<file path="src/rtl/tf_table_loader6_if.sv">
// Bundle of the load-stream, read-port and status signals of tf_table_loader6.
//   master: the producer/consumer side (testbench or stage-6 control)
//   slave : the table loader itself
interface tf_table_loader6_if #(
  parameter int unsigned float_len        = 32,
  parameter int unsigned bram_tf_addr_len = 5
);

  localparam int unsigned DATA_W = 2 * float_len;
  localparam int unsigned ADDR_W = bram_tf_addr_len;
  localparam int unsigned CNT_W  = bram_tf_addr_len + 1;

  // load control and write stream
  logic              load_start;
  logic [DATA_W-1:0] in_data;
  logic              in_valid;
  logic              in_ready;

  // synchronous read port
  logic              rd_en;
  logic [ADDR_W-1:0] rd_addr;
  logic [DATA_W-1:0] rd_data;
  logic              rd_data_valid;

  // status
  logic              table_ready;
  logic [CNT_W-1:0]  word_cnt;
  logic              load_err;

  modport master (
    output load_start, in_data, in_valid, rd_en, rd_addr,
    input  in_ready, rd_data, rd_data_valid, table_ready, word_cnt, load_err
  );

  modport slave (
    input  load_start, in_data, in_valid, rd_en, rd_addr,
    output in_ready, rd_data, rd_data_valid, table_ready, word_cnt, load_err
  );

endinterface

</file>
<file path="src/rtl/tf_table_loader6.sv">
// Run-time loadable twiddle-factor table for the stage-6 butterfly.
// Accepts packed complex words {real, imag} over a valid/ready stream,
// fills a tf_num-deep table, then serves registered reads.
// Ports:
//   clk, rst        clock, asynchronous active-high reset
//   bus (slave)     load_start, in_data/in_valid/in_ready write stream,
//                   rd_en/rd_addr/rd_data/rd_data_valid read port,
//                   table_ready, word_cnt, load_err status
module tf_table_loader6 #(
  parameter int unsigned float_len        = 32,
  parameter int unsigned tf_num           = 32,
  parameter int unsigned bram_tf_addr_len = 5
) (
  input  logic                clk,
  input  logic                rst,
  tf_table_loader6_if.slave   bus
);

  localparam int unsigned DATA_W = 2 * float_len;
  localparam int unsigned ADDR_W = bram_tf_addr_len;
  localparam int unsigned CNT_W  = bram_tf_addr_len + 1;
  localparam logic [ADDR_W-1:0] LAST_ADDR = ADDR_W'(tf_num - 1);

  typedef enum logic [1:0] {
    IDLE = 2'd0,
    LOAD = 2'd1,
    DONE = 2'd2
  } state_t;

  state_t             state_q, state_d;
  logic [ADDR_W-1:0]  wr_addr_q, wr_addr_d;
  logic [CNT_W-1:0]   word_cnt_q, word_cnt_d;
  logic               in_ready_q, in_ready_d;
  logic               table_ready_q, table_ready_d;
  logic               load_err_q, load_err_d;
  logic               rd_data_valid_q;
  logic [DATA_W-1:0]  rd_data_q;
  logic               wr_en;
  logic               accept;

  // table storage; deliberately not reset, only table_ready qualifies it
  logic [DATA_W-1:0]  mem [tf_num];

  // in_ready_q is high exactly while in LOAD, so it doubles as the state gate
  assign accept = bus.in_valid & in_ready_q;

  // state and status registers
  always_ff @(posedge clk or posedge rst) begin
    if (rst) begin
      state_q       <= IDLE;
      wr_addr_q     <= '0;
      word_cnt_q    <= '0;
      in_ready_q    <= 1'b0;
      table_ready_q <= 1'b0;
      load_err_q    <= 1'b0;
    end else begin
      state_q       <= state_d;
      wr_addr_q     <= wr_addr_d;
      word_cnt_q    <= word_cnt_d;
      in_ready_q    <= in_ready_d;
      table_ready_q <= table_ready_d;
      load_err_q    <= load_err_d;
    end
  end

  // next state, counters and write strobe
  always_comb begin
    state_d    = state_q;
    wr_addr_d  = wr_addr_q;
    word_cnt_d = word_cnt_q;
    load_err_d = 1'b0;
    wr_en      = 1'b0;

    case (state_q)
      IDLE: begin
        if (bus.load_start) begin
          state_d    = LOAD;
          wr_addr_d  = '0;
          word_cnt_d = '0;
        end
      end

      LOAD: begin
        if (bus.load_start) begin
          // restart wins over a same-cycle handshake: that word is dropped
          wr_addr_d  = '0;
          word_cnt_d = '0;
          load_err_d = 1'b1;
        end else if (accept) begin
          wr_en      = 1'b1;
          wr_addr_d  = wr_addr_q + ADDR_W'(1);
          word_cnt_d = word_cnt_q + CNT_W'(1);
          if (wr_addr_q == LAST_ADDR) begin
            state_d = DONE;
          end
        end
      end

      DONE: begin
        if (bus.load_start) begin
          state_d    = LOAD;
          wr_addr_d  = '0;
          word_cnt_d = '0;
        end
      end

      default: begin
        state_d = IDLE;
      end
    endcase

    // registered state decodes
    in_ready_d    = (state_d == LOAD);
    table_ready_d = (state_d == DONE);
  end

  // table write port
  always_ff @(posedge clk) begin
    if (wr_en) begin
      mem[wr_addr_q] <= bus.in_data;
    end
  end

  // registered read port; read-first against a same-cycle write
  always_ff @(posedge clk or posedge rst) begin
    if (rst) begin
      rd_data_q       <= '0;
      rd_data_valid_q <= 1'b0;
    end else begin
      if (bus.rd_en) begin
        rd_data_q <= mem[bus.rd_addr];
      end
      rd_data_valid_q <= bus.rd_en & table_ready_q;
    end
  end

  assign bus.in_ready      = in_ready_q;
  assign bus.table_ready   = table_ready_q;
  assign bus.word_cnt      = word_cnt_q;
  assign bus.load_err      = load_err_q;
  assign bus.rd_data       = rd_data_q;
  assign bus.rd_data_valid = rd_data_valid_q;

endmodule

</file>
<file path="src/flat_wrapper.sv">
// flat-port wrapper written by rule: the top's interface ports become plain ports
module tf_table_loader6_flat 
#(
  parameter int unsigned float_len        = 32,
  parameter int unsigned tf_num           = 32,
  parameter int unsigned bram_tf_addr_len = 5
)
  (clk, rst, bus_load_start, bus_in_data, bus_in_valid, bus_rd_en, bus_rd_addr, bus_in_ready, bus_rd_data, bus_rd_data_valid, bus_table_ready, bus_word_cnt, bus_load_err);
  tf_table_loader6_if #(.float_len(float_len), .bram_tf_addr_len(bram_tf_addr_len)) bus_i ();
  input  logic clk;
  input  logic rst;
  input wire logic [$bits(bus_i.load_start)-1:0] bus_load_start;
  input wire logic [$bits(bus_i.in_data)-1:0] bus_in_data;
  input wire logic [$bits(bus_i.in_valid)-1:0] bus_in_valid;
  input wire logic [$bits(bus_i.rd_en)-1:0] bus_rd_en;
  input wire logic [$bits(bus_i.rd_addr)-1:0] bus_rd_addr;
  output wire logic [$bits(bus_i.in_ready)-1:0] bus_in_ready;
  output wire logic [$bits(bus_i.rd_data)-1:0] bus_rd_data;
  output wire logic [$bits(bus_i.rd_data_valid)-1:0] bus_rd_data_valid;
  output wire logic [$bits(bus_i.table_ready)-1:0] bus_table_ready;
  output wire logic [$bits(bus_i.word_cnt)-1:0] bus_word_cnt;
  output wire logic [$bits(bus_i.load_err)-1:0] bus_load_err;
  assign bus_i.load_start = bus_load_start;
  assign bus_i.in_data = bus_in_data;
  assign bus_i.in_valid = bus_in_valid;
  assign bus_i.rd_en = bus_rd_en;
  assign bus_i.rd_addr = bus_rd_addr;
  assign bus_in_ready = bus_i.in_ready;
  assign bus_rd_data = bus_i.rd_data;
  assign bus_rd_data_valid = bus_i.rd_data_valid;
  assign bus_table_ready = bus_i.table_ready;
  assign bus_word_cnt = bus_i.word_cnt;
  assign bus_load_err = bus_i.load_err;
  tf_table_loader6 #(.float_len(float_len), .tf_num(tf_num), .bram_tf_addr_len(bram_tf_addr_len)) u_core (.clk(clk), .rst(rst), .bus(bus_i));
endmodule
</file>
<file path="config.mk">
export PLATFORM = sky130hd
export DESIGN_NAME = tf_table_loader6_flat
export DESIGN_NICKNAME = d
export VERILOG_FILES = /design/src/rtl/tf_table_loader6_if.sv /design/src/rtl/tf_table_loader6.sv /design/src/flat_wrapper.sv
export SDC_FILE = /design/constraint.sdc
export NUM_CORES = 2
export LEC_CHECK = 0
export BUFFER_PORTS_ARGS = -buffer_cell sky130_fd_sc_hd__buf_4
export CELL_PAD_IN_SITES_DETAIL_PLACEMENT = 0
export CELL_PAD_IN_SITES_GLOBAL_PLACEMENT = 1
export CORE_MARGIN = 2
export CORE_UTILIZATION = 35
export DETAILED_ROUTE_END_ITERATION = 12
export GPL_TIMING_DRIVEN = 0
export HOLD_SLACK_MARGIN = 0.1
export PLACE_DENSITY = 0.56
export SLEW_MARGIN = 10
export SYNTH_ARGS = -nofsm -noshare
export SYNTH_HDL_FRONTEND = slang
export SYNTH_SLANG_ARGS = --single-unit
</file>
<file path="constraint.sdc">
create_clock -name clk -period 14.6 [get_ports clk]
set_input_delay 1.46 -clock clk [delete_from_list [all_inputs] [get_ports clk]]
set_output_delay 1.46 -clock clk [all_outputs]
set_load 0.01 [all_outputs]
</file>
Word-level counts from Yosys, hierarchy flattened:

Memories as Yosys holds them, arrays and structs flattened. A register that Yosys moved wholly into a read port is not among the register bits.
Index checks and enable logic that the tools add are counted.

* equality and inequality tests: 7
* bitwise operators: 2
* multiplexer cells: 20
* reduce and logical (&&, ||, !) cells: 4
* add/sub/neg operators: 2

Operators by type and width (number)
* two-way mux 6 bit: 3
* two-way mux 5 bit: 3
* case mux 6 bit (2 select lines): 1
* case mux 5 bit (2 select lines): 1
* two-way mux 2 bit: 4
* two-way mux 1 bit: 7
* adder 6 x 1 -> 6 bit, second input constant: 1
* adder 5 x 1 -> 5 bit, second input constant: 1
* == test 5 bit, second input constant: 1
* == test 2 x 1 -> 1 bit, second input constant: 2
* == test 2 bit, second input constant: 2
* case mux 2 bit (2 select lines): 1
* != test 3 x 2 -> 1 bit, second input constant: 1
* AND reduction 3 bit: 1
* AND 1 bit: 2
* zero test 2 bit: 1
* != test 2 x 1 -> 1 bit, second input constant: 1
* nonzero test 2 bit: 1
* OR reduction 2 bit: 1

* bits of input ports: 74
* flip-flop bits (word level): 17
* memories: 1
* word-level logic and storage cells: 43
* memory bits (writable): 2048

Memory list
* u_core.mem: depth 32, bits a word 64, read ports 1, clocked after memory_dff 1, write ports 1, line tf_table_loader6.sv:42 `logic [DATA_W-1:0] mem [tf_num];`

Logic depth before layout (Yosys ltp):

* depth in word-level cells: 6
* mapped depth: 10
* gate-level depth less buffers: 6

Least setup slack after synthesis:

Ideal clock, no wire load.

* kind: input to register
* start point: in bus_load_start
* end point: mem u_core.mem[14][0] (netlist name) (enable)
* slack: 9.062 ns
* cell stages on the path: 5
* arrival: 5.051 ns
* library setup time: 0.487 ns
* buffers on the path: 1
* cell sequence: nand2b_1 -> nor3_1 -> clkbuf_1 -> nand2_1 -> nor2_1

* longest elaborated chain between the ends: 4

Ends and longest elaborated chain
* start, declared: line flat_wrapper.sv:12 `input wire logic [$bits(bus_i.load_start)-1:0] bus_load_start;`
* two-way mux 1 bit: line tf_table_loader6.sv:84 `if (bus.load_start) begin`
* two-way mux 1 bit: line tf_table_loader6.sv:74 `case (state_q)`
* two-way mux 1 bit: line tf_table_loader6.sv:119 `if (wr_en) begin`
* two-way mux 1 bit (not written as such): line tf_table_loader6.sv:120 `mem[wr_addr_q] <= bus.in_data;`
* end, declared: line tf_table_loader6.sv:42

Every way passes these cells.

==> results.md <==
* ANT nets after route at 0
* Layout cell share with drive strength beyond 1 at 25.8%
* P_leak at 31.2 nW
* Clock slew seen by the registers of the worst setup and hold paths at 0.07 ns
* Filler instances at 20300
* Htree depth at 4
* Post-DP Area at 0.0890 mm²
* Wire per inst at 29.0 µm
* Syn_nets at 3878
* PortBufs at 143
* Initial antenna violation count at 19
* Number of setup violations in the final report at 0
* First-pass GRT wire length at 309 mm
* # nets final at 4347
* Fin Setup TNS at 0 ns
* WP data arrival at 5.43 ns
* Via density at 5.32
* Max Buffers Root-to-Sink at 3
* Fmax achieved at 212 MHz
* Post-Route WL at 217 mm
* DP Wirelength at 147 mm
* DRT iter0 DRCs at 4083
* Most frequent cells in the layout: 2048 x edfxtp_1, 448 x mux4_2, 319 x mux2i_1
* Area share of the largest cell type after synthesis at 75.3%
* Hold Vio Cnt, Final at 0
* DR vias at 39900
* Sequential area share after synthesis at 77.8%
* CP dominant cell by count: buf_2
* FF-to-FF path depth at 8
* Total clock buffers created by CTS at 221
* Remaining global-route overflow at 0
* Worst Hold Path EP: u_core.bus.word_cnt[5]$_DFFE_PP0P_
* Critical path's slowest cell: buf_2
* Status: completed
* Peak supply drop at 0.112 mV
* Min Tclk post-route at 4.71 ns
* Mapped cell area at 0.0817 mm²
* Initial core utilization at 35.2%
* Cell taking the most area after synthesis: edfxtp_1
* Syn avg cell area at 21.5 µm²
* Netlist cell types at 36
* Commonest non-fill, non-tap cell in the layout: edfxtp_1
* Post-CTS Setup Repair Bufs at 0
* Hold Crit Class: flip-flop to flip-flop
* Synthesized netlist cell count at 3798
* Die W at 487 µm
* First-pass iteration count of the detailed router at 6
* Cell Chain, Critical Path: buf_2, buf_2, buf_2, buf_2, buf_2, mux2i_1, a21oi_1, a221o_1
* R2r setup slk at 10.87 ns
* Resize count post-CTS at 0
* Reg2reg end: u_core.mem[0][33]$_DFFE_PP_
* Final Core Density at 41.3%
* Slew Limit Fails at 0
* Dpl cells at 7086
* Largest net degree at the start of global routing at 43
* CP required at 15.32 ns
* CTS Hold Bufs at 0
* Multi-input logic area at 0.0171 mm²
* Clk root buf: clkbuf_16
* Overall Power at 13.0 mW
* R2R Path Start: u_core.state_q[0]$_DFF_PP0_
* Crit path launch type: input port
* Number of max-cap violations at 0
* Area growth syn-to-layout at 17.5%
* Slew @ Worst Pin at 1.29 ns
* Ports at 148
* Placeable Area at 0.232 mm²
* PD cells at 135 mW/mm²
* Finished Cell Area at 0.0960 mm²
* CTS tree: built
* Fin cells at 7497
* Critical Path Max Stage Delay at 0.78 ns
* Max FO, Critical Path at 10
* Kind of critical path: input port to flip-flop
* DR DRC count at 0
* Crit. Startpoint: bus_rd_addr[2]
* RSZ-0062 raised after global routing: false
* Vias in the first global route at 41400
* Top cells by area, synth: edfxtp_1 75%, mux4_2 12%, mux2i_1 3.9%
* Synth Register Bits at 2129
* Gpl congestion at 0.743
* Seq. cell area at 0.0635 mm²
* Beginning of the worst hold path: u_core.bus.word_cnt[5]$_DFFE_PP0P_
* Syn. warnings at 0
* DIE AREA at 0.237 mm²
* Hold Path Depth at 1
* FP Rows at 177
* Crit share post-route at 32.3%
* CP endpoint kind: flip-flop
* Worst skew pair latency at 0.87 ns
* Worst Clk Skew at 0.0607 ns
* Sinks on Clock Net at 2129
* Relative slew slack at 13.9%
* GR Util All Layers at 18.2%
* Die height at 487 µm
-- metrics by stage --
stage / worst slack, ns / hold WS, ns
5_1_grt: 9.68 / 0.539
4_1_cts: 9.80 / 0.506
6_report: 9.89 / 0.502
2_1_floorplan: 9.06 / 0.516
3_5_place_dp: 8.87 / 0.494
3_3_place_gp: 4.36 / 0.478
-- critical path: cells and delay by family --
family          cells  cell delay, ns
compound gates      2            0.47
mux                 1            0.45
buf+inv             5            2.97
-- worst max path at each step --
stage	end	slack, ns	cells past startpoint
after detailed placement	u_core.bus.rd_data[16]$_DFFE_PP0P_	8.87	8
final	u_core.bus.rd_data[16]$_DFFE_PP0P_	9.89	8
after CTS	u_core.bus.rd_data[16]$_DFFE_PP0P_	9.80	8
after floorplan	u_core.mem[14][0]$_DFFE_PP_	9.06	5
after global placement	u_core.mem[5][37]$_DFFE_PP_	4.36	6
after global routing	u_core.bus.rd_data[16]$_DFFE_PP0P_	9.68	8
-- registers in the layout (all words and copies together) (netlist names), 2 cells and up --
register	cells
u_core.bus.rd_data	64
u_core.bus.word_cnt	6
u_core.mem	2048
u_core.state_q	2
u_core.wr_addr_q	5
-- Yosys cell counts --
library cell / count
edfxtp_1: 2048
mux4_2: 448
mux2i_1: 319
nor2_1: 228
clkbuf_1: 94
buf_2: 86
dfrtp_1: 81
a21oi_1: 68
inv_1: 66
nor3_1: 65
o22ai_1: 64
a221o_1: 63
o221ai_1: 63
buf_6: 19
nand2_1: 15
o21ai_0: 14
buf_1: 11
ha_1: 6
nand3_1: 5
nand2b_1: 4
a22o_1: 3
a31oi_1: 3
nand3b_1: 3
nor2b_1: 3
and2_1: 2
and3_1: 2
buf_4: 2
nand4_1: 2
o211ai_1: 2
or3_1: 2
or3b_2: 2
a211oi_1: 1
a21o_1: 1
nand2_2: 1
o31ai_1: 1
or2_2: 1
-- power by group --
group / leakage [nW] / internal (mW) / switching [mW]
registers: 19.4 / 6.74 / 0.0530
clock network: 3.41 / 3.05 / 2.40
logic: 8.36 / 0.281 / 0.450
total: 31.2 / 10.1 / 2.90
-- routing by layer --
layer,global-route usage [%],up-vias,part of all wire [%]
li1,-,16800,-
met1,25.6,21600,44
met2,29.1,1112,48
met3,3.65,307,5.8
met4,4.72,4,2.2
met5,0,-,0.013
-- kinds of logic after synthesis --
logic type / synth area share (%)
AOI/OAI and AO/OA: 2.54
DFF: 77.8
buffers and inverters: 1.59
muxes: 16.3
adders and majority gates: 0.0919
and+or+nand+nor: 1.73
-- layout make-up --
| class | count | area share, % |
|---|---|---|
| Antenna cell | 2 | 0.00522 |
| Tap cell | 3043 | 3.97 |
| Timing Repair Buffer | 246 | 3.38 |
| Multi-Input combinational cell | 1391 | 17.8 |
| Buffer | 212 | 1.11 |
| Clock buffer | 279 | 6.06 |
| Inverter | 66 | 0.263 |
| Sequential cell | 2129 | 66.2 |
| Clock inverter | 129 | 1.22 |
No activity file was read; power rests on OpenSTA's default activity.
